`config.mk`:
```
export PLATFORM = sky130hd
export DESIGN_NAME = safe_wrapper_csr
export DESIGN_NICKNAME = d
export VERILOG_FILES = /design/src/rtl/safe_wrapper_csr.sv
export SDC_FILE = /design/constraint.sdc
export NUM_CORES = 1
export LEC_CHECK = 0
export CORE_UTILIZATION = 24
export CTS_CLUSTER_SIZE = 10
export DETAILED_ROUTE_END_ITERATION = 8
export GPL_TIMING_DRIVEN = 0
export MAX_ROUTING_LAYER = met4
export PLACE_DENSITY = 0.51
export SYNTH_ARGS = -nofsm -noshare
export SYNTH_HDL_FRONTEND = slang
export SYNTH_SLANG_ARGS = --single-unit
```
`constraint.sdc`:
```
create_clock -name clk_i -period 1.9 [get_ports clk_i]
set_input_delay 0.19 -clock clk_i [delete_from_list [all_inputs] [get_ports clk_i]]
set_output_delay 0.19 -clock clk_i [all_outputs]
set_load 0.02 [all_outputs]
```
`src/rtl/safe_wrapper_csr.sv`:
```
// Control/status registers for the safe CPU wrapper plus the hart halt/sync
// sequencer that switches lockstep mode and the common boot address.

package reg_pkg;
  typedef struct packed {
    logic [31:0] addr;
    logic        write;
    logic [31:0] wdata;
    logic [3:0]  wstrb;
    logic        valid;
  } reg_req_t;

  typedef struct packed {
    logic [31:0] rdata;
    logic        error;
    logic        ready;
  } reg_rsp_t;
endpackage

module safe_wrapper_csr #(
  parameter int unsigned NHARTS      = 3,
  parameter logic [15:0] TIMEOUT_RST = 16'h0400
) (
  input  logic                clk_i,
  input  logic                rst_ni,
  input  reg_pkg::reg_req_t   reg_req_i,
  output reg_pkg::reg_rsp_t   reg_rsp_o,
  input  logic [NHARTS-1:0]   hart_halted_i,
  output logic [NHARTS-1:0]   halt_req_o,
  output logic                sync_o,
  output logic [31:0]         boot_addr_o,
  output logic [1:0]          mode_o,
  output logic                intr_o
);
  // state   | meaning
  // IDLE    | waiting for START
  // HALT    | halt requested on targeted harts; wait for all halted or timeout
  // SYNC    | one-cycle sync pulse; requested mode is latched
  // RELEASE | halt requests dropped; DONE set on exit
  // ABORT   | timeout hit; halt requests dropped; ERR set on exit
  typedef enum logic [2:0] {
    S_IDLE    = 3'd0,
    S_HALT    = 3'd1,
    S_SYNC    = 3'd2,
    S_RELEASE = 3'd3,
    S_ABORT   = 3'd4
  } state_e;

  localparam logic [2:0] OFF_CONFIG  = 3'd0;
  localparam logic [2:0] OFF_CTRL    = 3'd1;
  localparam logic [2:0] OFF_STATUS  = 3'd2;
  localparam logic [2:0] OFF_BOOT    = 3'd3;
  localparam logic [2:0] OFF_TIMEOUT = 3'd4;
  localparam logic [2:0] OFF_HALTED  = 3'd5;

  state_e            state_q, state_d;
  logic [1:0]        mode_req_q;
  logic [15:0]       timeout_q, cnt_q;
  logic              done_q, err_q, ie_done_q, ie_err_q;
  logic [NHARTS-1:0] mask;
  logic              all_halted, busy;
  logic [2:0]        offset;
  logic              wr, rd, bad_off, wr_err, acc_err, we;
  logic              we_cfg, we_status, we_boot, we_tmo, start;
  logic [31:0]       rdata;
  logic              unused_addr;

  assign unused_addr = ^{reg_req_i.addr[31:5], reg_req_i.addr[1:0]};

  // Only harts 0..2 ever take part in lockstep.
  always_comb begin
    mask    = '0;
    mask[0] = 1'b1;
    mask[1] = (mode_req_q != 2'd0);
    mask[2] = (mode_req_q == 2'd2);
  end

  assign all_halted = ((hart_halted_i & mask) == mask);
  assign busy       = (state_q != S_IDLE);

  assign offset  = reg_req_i.addr[4:2];
  assign wr      = reg_req_i.valid & reg_req_i.write;
  assign rd      = reg_req_i.valid & ~reg_req_i.write;
  assign bad_off = (offset > OFF_HALTED);

  always_comb begin
    wr_err = 1'b0;
    if (wr) begin
      case (offset)
        OFF_CONFIG: wr_err = busy | (reg_req_i.wstrb[0] & (reg_req_i.wdata[1:0] == 2'd3));
        OFF_BOOT:   wr_err = busy;
        default:    wr_err = 1'b0;
      endcase
    end
  end

  assign acc_err   = reg_req_i.valid & (bad_off | wr_err);
  assign we        = wr & ~acc_err;
  assign we_cfg    = we & (offset == OFF_CONFIG) & reg_req_i.wstrb[0];
  assign we_status = we & (offset == OFF_STATUS) & reg_req_i.wstrb[0];
  assign we_boot   = we & (offset == OFF_BOOT);
  assign we_tmo    = we & (offset == OFF_TIMEOUT);
  assign start     = we & (offset == OFF_CTRL) & reg_req_i.wstrb[0] & reg_req_i.wdata[0] & ~busy;

  always_comb begin
    rdata = '0;
    if (rd && !bad_off) begin
      case (offset)
        OFF_CONFIG:  rdata[1:0]        = mode_req_q;
        OFF_STATUS:  rdata[6:0]        = {ie_err_q, ie_done_q, err_q, done_q, state_q};
        OFF_BOOT:    rdata             = boot_addr_o;
        OFF_TIMEOUT: rdata[15:0]       = timeout_q;
        OFF_HALTED:  rdata[NHARTS-1:0] = hart_halted_i;
        default:     rdata             = '0;
      endcase
    end
  end

  assign reg_rsp_o.rdata = rdata;
  assign reg_rsp_o.error = acc_err;
  assign reg_rsp_o.ready = reg_req_i.valid;

  // Halted takes priority over the timeout compare on the same cycle.
  always_comb begin
    state_d    = state_q;
    halt_req_o = '0;
    sync_o     = 1'b0;
    case (state_q)
      S_IDLE: if (start) state_d = S_HALT;
      S_HALT: begin
        halt_req_o = mask;
        if (all_halted)                                state_d = S_SYNC;
        else if (timeout_q != 16'd0 && cnt_q == timeout_q) state_d = S_ABORT;
      end
      S_SYNC: begin
        halt_req_o = mask;
        sync_o     = 1'b1;
        state_d    = S_RELEASE;
      end
      S_RELEASE: state_d = S_IDLE;
      S_ABORT:   state_d = S_IDLE;
      default:   state_d = S_IDLE;
    endcase
  end

  always_ff @(posedge clk_i or negedge rst_ni) begin
    if (!rst_ni) begin
      state_q     <= S_IDLE;
      cnt_q       <= '0;
      mode_o      <= '0;
      mode_req_q  <= '0;
      timeout_q   <= TIMEOUT_RST;
      boot_addr_o <= '0;
      done_q      <= 1'b0;
      err_q       <= 1'b0;
      ie_done_q   <= 1'b0;
      ie_err_q    <= 1'b0;
    end else begin
      state_q <= state_d;
      cnt_q   <= (state_q == S_HALT) ? cnt_q + 16'd1 : 16'd0;
      if (state_q == S_SYNC) mode_o <= mode_req_q;
      if (we_cfg) mode_req_q <= reg_req_i.wdata[1:0];
      if (we_tmo && reg_req_i.wstrb[0]) timeout_q[7:0]  <= reg_req_i.wdata[7:0];
      if (we_tmo && reg_req_i.wstrb[1]) timeout_q[15:8] <= reg_req_i.wdata[15:8];
      for (int b = 0; b < 4; b++) begin
        if (we_boot && reg_req_i.wstrb[b]) boot_addr_o[8*b +: 8] <= reg_req_i.wdata[8*b +: 8];
      end
      if (we_status) begin
        ie_done_q <= reg_req_i.wdata[5];
        ie_err_q  <= reg_req_i.wdata[6];
      end
      if (state_q == S_RELEASE)                 done_q <= 1'b1;
      else if (we_status && reg_req_i.wdata[3]) done_q <= 1'b0;
      if (state_q == S_ABORT)                   err_q <= 1'b1;
      else if (we_status && reg_req_i.wdata[4]) err_q <= 1'b0;
    end
  end

  assign intr_o = (done_q & ie_done_q) | (err_q & ie_err_q);

endmodule

```
==> flow_summary.ini <==
[status]
status = finished clean

[timing]
max-slew-margin-rel = 0.7091
hold_viol = 0
setup_viol = 0
worstMarginPinSlew_ps = 432.3
timing.final.crit_share = 0.9789
worst_slack_ps = 40.12
fin_crit_ps = 1860
fin_skew_ps = 6.396
fmax_mhz = 537.7
final_max_slew_viol_count = 0
grt_setup_unrepaired = true

[critical_path]
cp.required_ps = 2110
timing.rr.end = boot_addr_o[26]
cp_data_arrival_time_ps = 2070
cp_max_fo = 8
worstSetupPathType = flip-flop to flip-flop
startpoint_type = flip-flop
endpoint = boot_addr_o[26]
worst-r2r-cell-count = 7
end_kind = flip-flop
r2r_start = state_q[1]
r2r_slack_ps = 40
worstSetupStartpoint = state_q[1]

[logic_synthesis]
synthCells = 360
synthFlopType = dfrtp_1
synth-seq-cells = 75
yosysUniqueCellTypes = 49
yosysSeqAreaShare = 0.4731
syn-cell-area_um2 = 3970
synth-warning-count = 0
syn_area_per_cell_um2 = 11.03
ys_async_sr_fraction = 1.000
synth_edf_count = 0
synth_fp_nets = 436

[drt]
drt_iter0_drc = 141
viasPerCell = 4.550
route.detailed.drc = 0
routedWlPerCell_um = 15.90
vias = 3249
drtAntennaViolNets = 0
drt_pass1_iterations = 4
postRouteWirelength_mm = 11.35

[power]
report.power.total_w = 0.005541
ir_drop_mv = 0.4765
power.leakage_nw = 2.547
cellPowerDensity_nw_per_um2 = 940.6

[grt]
grt_pass1_wl_mm = 17.91
grt_max_degree = 52
grt_antenna_before_repair = 0
track_usage = 0.1443
overflow = 0
grt_pass1_vias = 3262

[cells_and_area]
n_fill_cell = 1604
final-seq-area_um2 = 1881
multi_input_area_um2 = 2034
fin_cells = 714
n_antenna_cell = 0
fin_nets = 573
final_util = 0.3682
area_delta_synth_final_pct = 48.38
layout-drive-gt1-share = 0.2369

[floorplanning]
pin_count = 148
die_h_um = 130.6
rows = 46
start_util = 0.2481
coreArea_um2 = 16000
dieWidth_um = 130.6
die_area_um2 = 17060

[clock_tree]
path_clk_slew_ps = 50
tritoncts = built
cts.path.max_buffers = 2
clkSinkCount = 75
clkLatencyLatePin_ps = 330
root_buffer = clkbuf_16
numCtsBuffers = 9
htreeDepth = 3

[hold_path]
holdCritPathClass = input port to async pin

[placed_design]
dp_hpwl_mm = 8.406
port_buffers = 117
place_inst = 694
pre_cts_ws_ps = -1121
place.gp.congestion = 0.7966

[job]
maxCapViolCount = 0
==> flip-flops by register name, summed over array words and instances (netlist names) <==
signal,flops
err_q,1
ie_err_q,1
timeout_q,16
mode_o,2
cnt_q,16
boot_addr_o,32
done_q,1
mode_req_q,2
ie_done_q,1
state_q,3
==> critical path, stage by stage (launching register included) <==
cell     delay, ps
dfrtp_1        370
buf_6          140
nor3_4         230
buf_4          160
and4_1         180
buf_2          160
nand2_2        160
mux2_1         350
==> cell usage after synthesis (3+ instances only) <==
master | number | area share
mux2i_1 | 8 | 0.020
or3_1 | 4 | 0.0063
nor3_2 | 3 | 0.0076
nand2b_1 | 7 | 0.011
nand2_2 | 3 | 0.0047
and4_1 | 3 | 0.0066
buf_2 | 7 | 0.0088
inv_1 | 5 | 0.0047
clkbuf_1 | 12 | 0.011
dfrtp_1 | 74 | 0.47
nor2_1 | 39 | 0.037
and2_1 | 17 | 0.027
mux2_1 | 34 | 0.096
xor2_1 | 16 | 0.035
a21oi_1 | 9 | 0.011
mux2_2 | 21 | 0.060
nand2_1 | 8 | 0.0076
nand3_1 | 7 | 0.0088
nor3_1 | 3 | 0.0038
o21ai_0 | 5 | 0.0063
xnor2_1 | 14 | 0.031
nor4_1 | 8 | 0.013
nand4_1 | 8 | 0.013
a22oi_1 | 11 | 0.021
nand4_2 | 3 | 0.0095
==> cell families (layout without fill, tap and decap cells) <==
logic type	count (synthesis)	after routing	share of synthesized area
compound gates	37	37	0.06619
xor+xnor	30	30	0.06618
fa+ha+maj	1	1	0.003151
buf+inv	26	164	0.02868
flops	75	75	0.4731
mux	63	63	0.1762
simple gates	128	128	0.1866
==> per-layer routing <==
metal | global-route usage | share of wire | vias up
met5 | - | 0 | -
met4 | 0.03245 | 0.0049 | 0
met3 | 0.03624 | 0.052 | 4
met2 | 0.2362 | 0.49 | 91
met1 | 0.1788 | 0.45 | 1596
li1 | - | - | 1558
==> cells in the final DEF, fill, tap and decap left out, drive strengths merged, types with 4 or more instances in the layout <==
| cell | Yosys | routed |
|---|---|---|
| clkdlybuf4s50 | 0 | 75 |
| dfrtp | 74 | 74 |
| mux2 | 55 | 55 |
| nor2 | 40 | 40 |
| clkdlybuf4s15 | 0 | 30 |
| buf | 9 | 24 |
| clkbuf | 12 | 23 |
| and2 | 17 | 17 |
| xor2 | 16 | 16 |
| xnor2 | 14 | 14 |
| a22oi | 11 | 11 |
| nand4 | 11 | 11 |
| nand2 | 11 | 11 |
| a21oi | 9 | 9 |
| nand3 | 9 | 9 |
| mux2i | 8 | 8 |
| nor4 | 8 | 8 |
| nand2b | 7 | 7 |
| nor3 | 6 | 6 |
| inv | 5 | 5 |
| o21ai | 5 | 5 |
| dlygate4sd2 | 0 | 5 |
| and4 | 4 | 4 |
| or3 | 4 | 4 |
==> power breakdown <==
part / switching (W) / total [W] / internal, W
combinational: 0.000892 / 0.00181 / 0.000916
sequential: 0.000290 / 0.00220 / 0.00191
clock: 0.000611 / 0.00154 / 0.000926
total: 0.00179 / 0.00554 / 0.00375
==> through the flow <==
step	instance area, µm²	setup TNS (ps)	hold slack [ps]
final	5891	0	316.7
after global routing	5891	-881.0	343.6
after CTS	5838	-4.667	315.0
after detailed placement	5436	-44050	129.5
after global placement	5411	-201480	488.2
after floorplan	3970	0	-105.6
==> worst min path at each step <==
stage	start	end	slack (ps)
finish	rst_ni	boot_addr_o[27]	320
global route	rst_ni	boot_addr_o[27]	340
CTS	rst_ni	boot_addr_o[28]	320
detailed placement	rst_ni	boot_addr_o[27]	130
global placement	mode_o[1]	mode_o[1]	490
floorplan	rst_ni	boot_addr_o[0]	-110
==> timing repair <==
action | 4_1_cts | 5_1_grt
pin swaps | 4 | 5
hold buffers | 1 | 0
resized for setup | 127 | 20
endpoints found under the hold margin | 24 | 0
setup buffers | 7 | 4
setup endpoints to repair | 60 | 70
==> cell type report <==
class,count,area share
well taps,216,0.04588
flip-flops and latches,75,0.3192
clock buffers,12,0.04354
multi-input cells,259,0.3454
repair buffers,130,0.2230
plain buffers,17,0.01975
inverters,5,0.003186
Note: power is estimated with default switching activity, not from simulation.
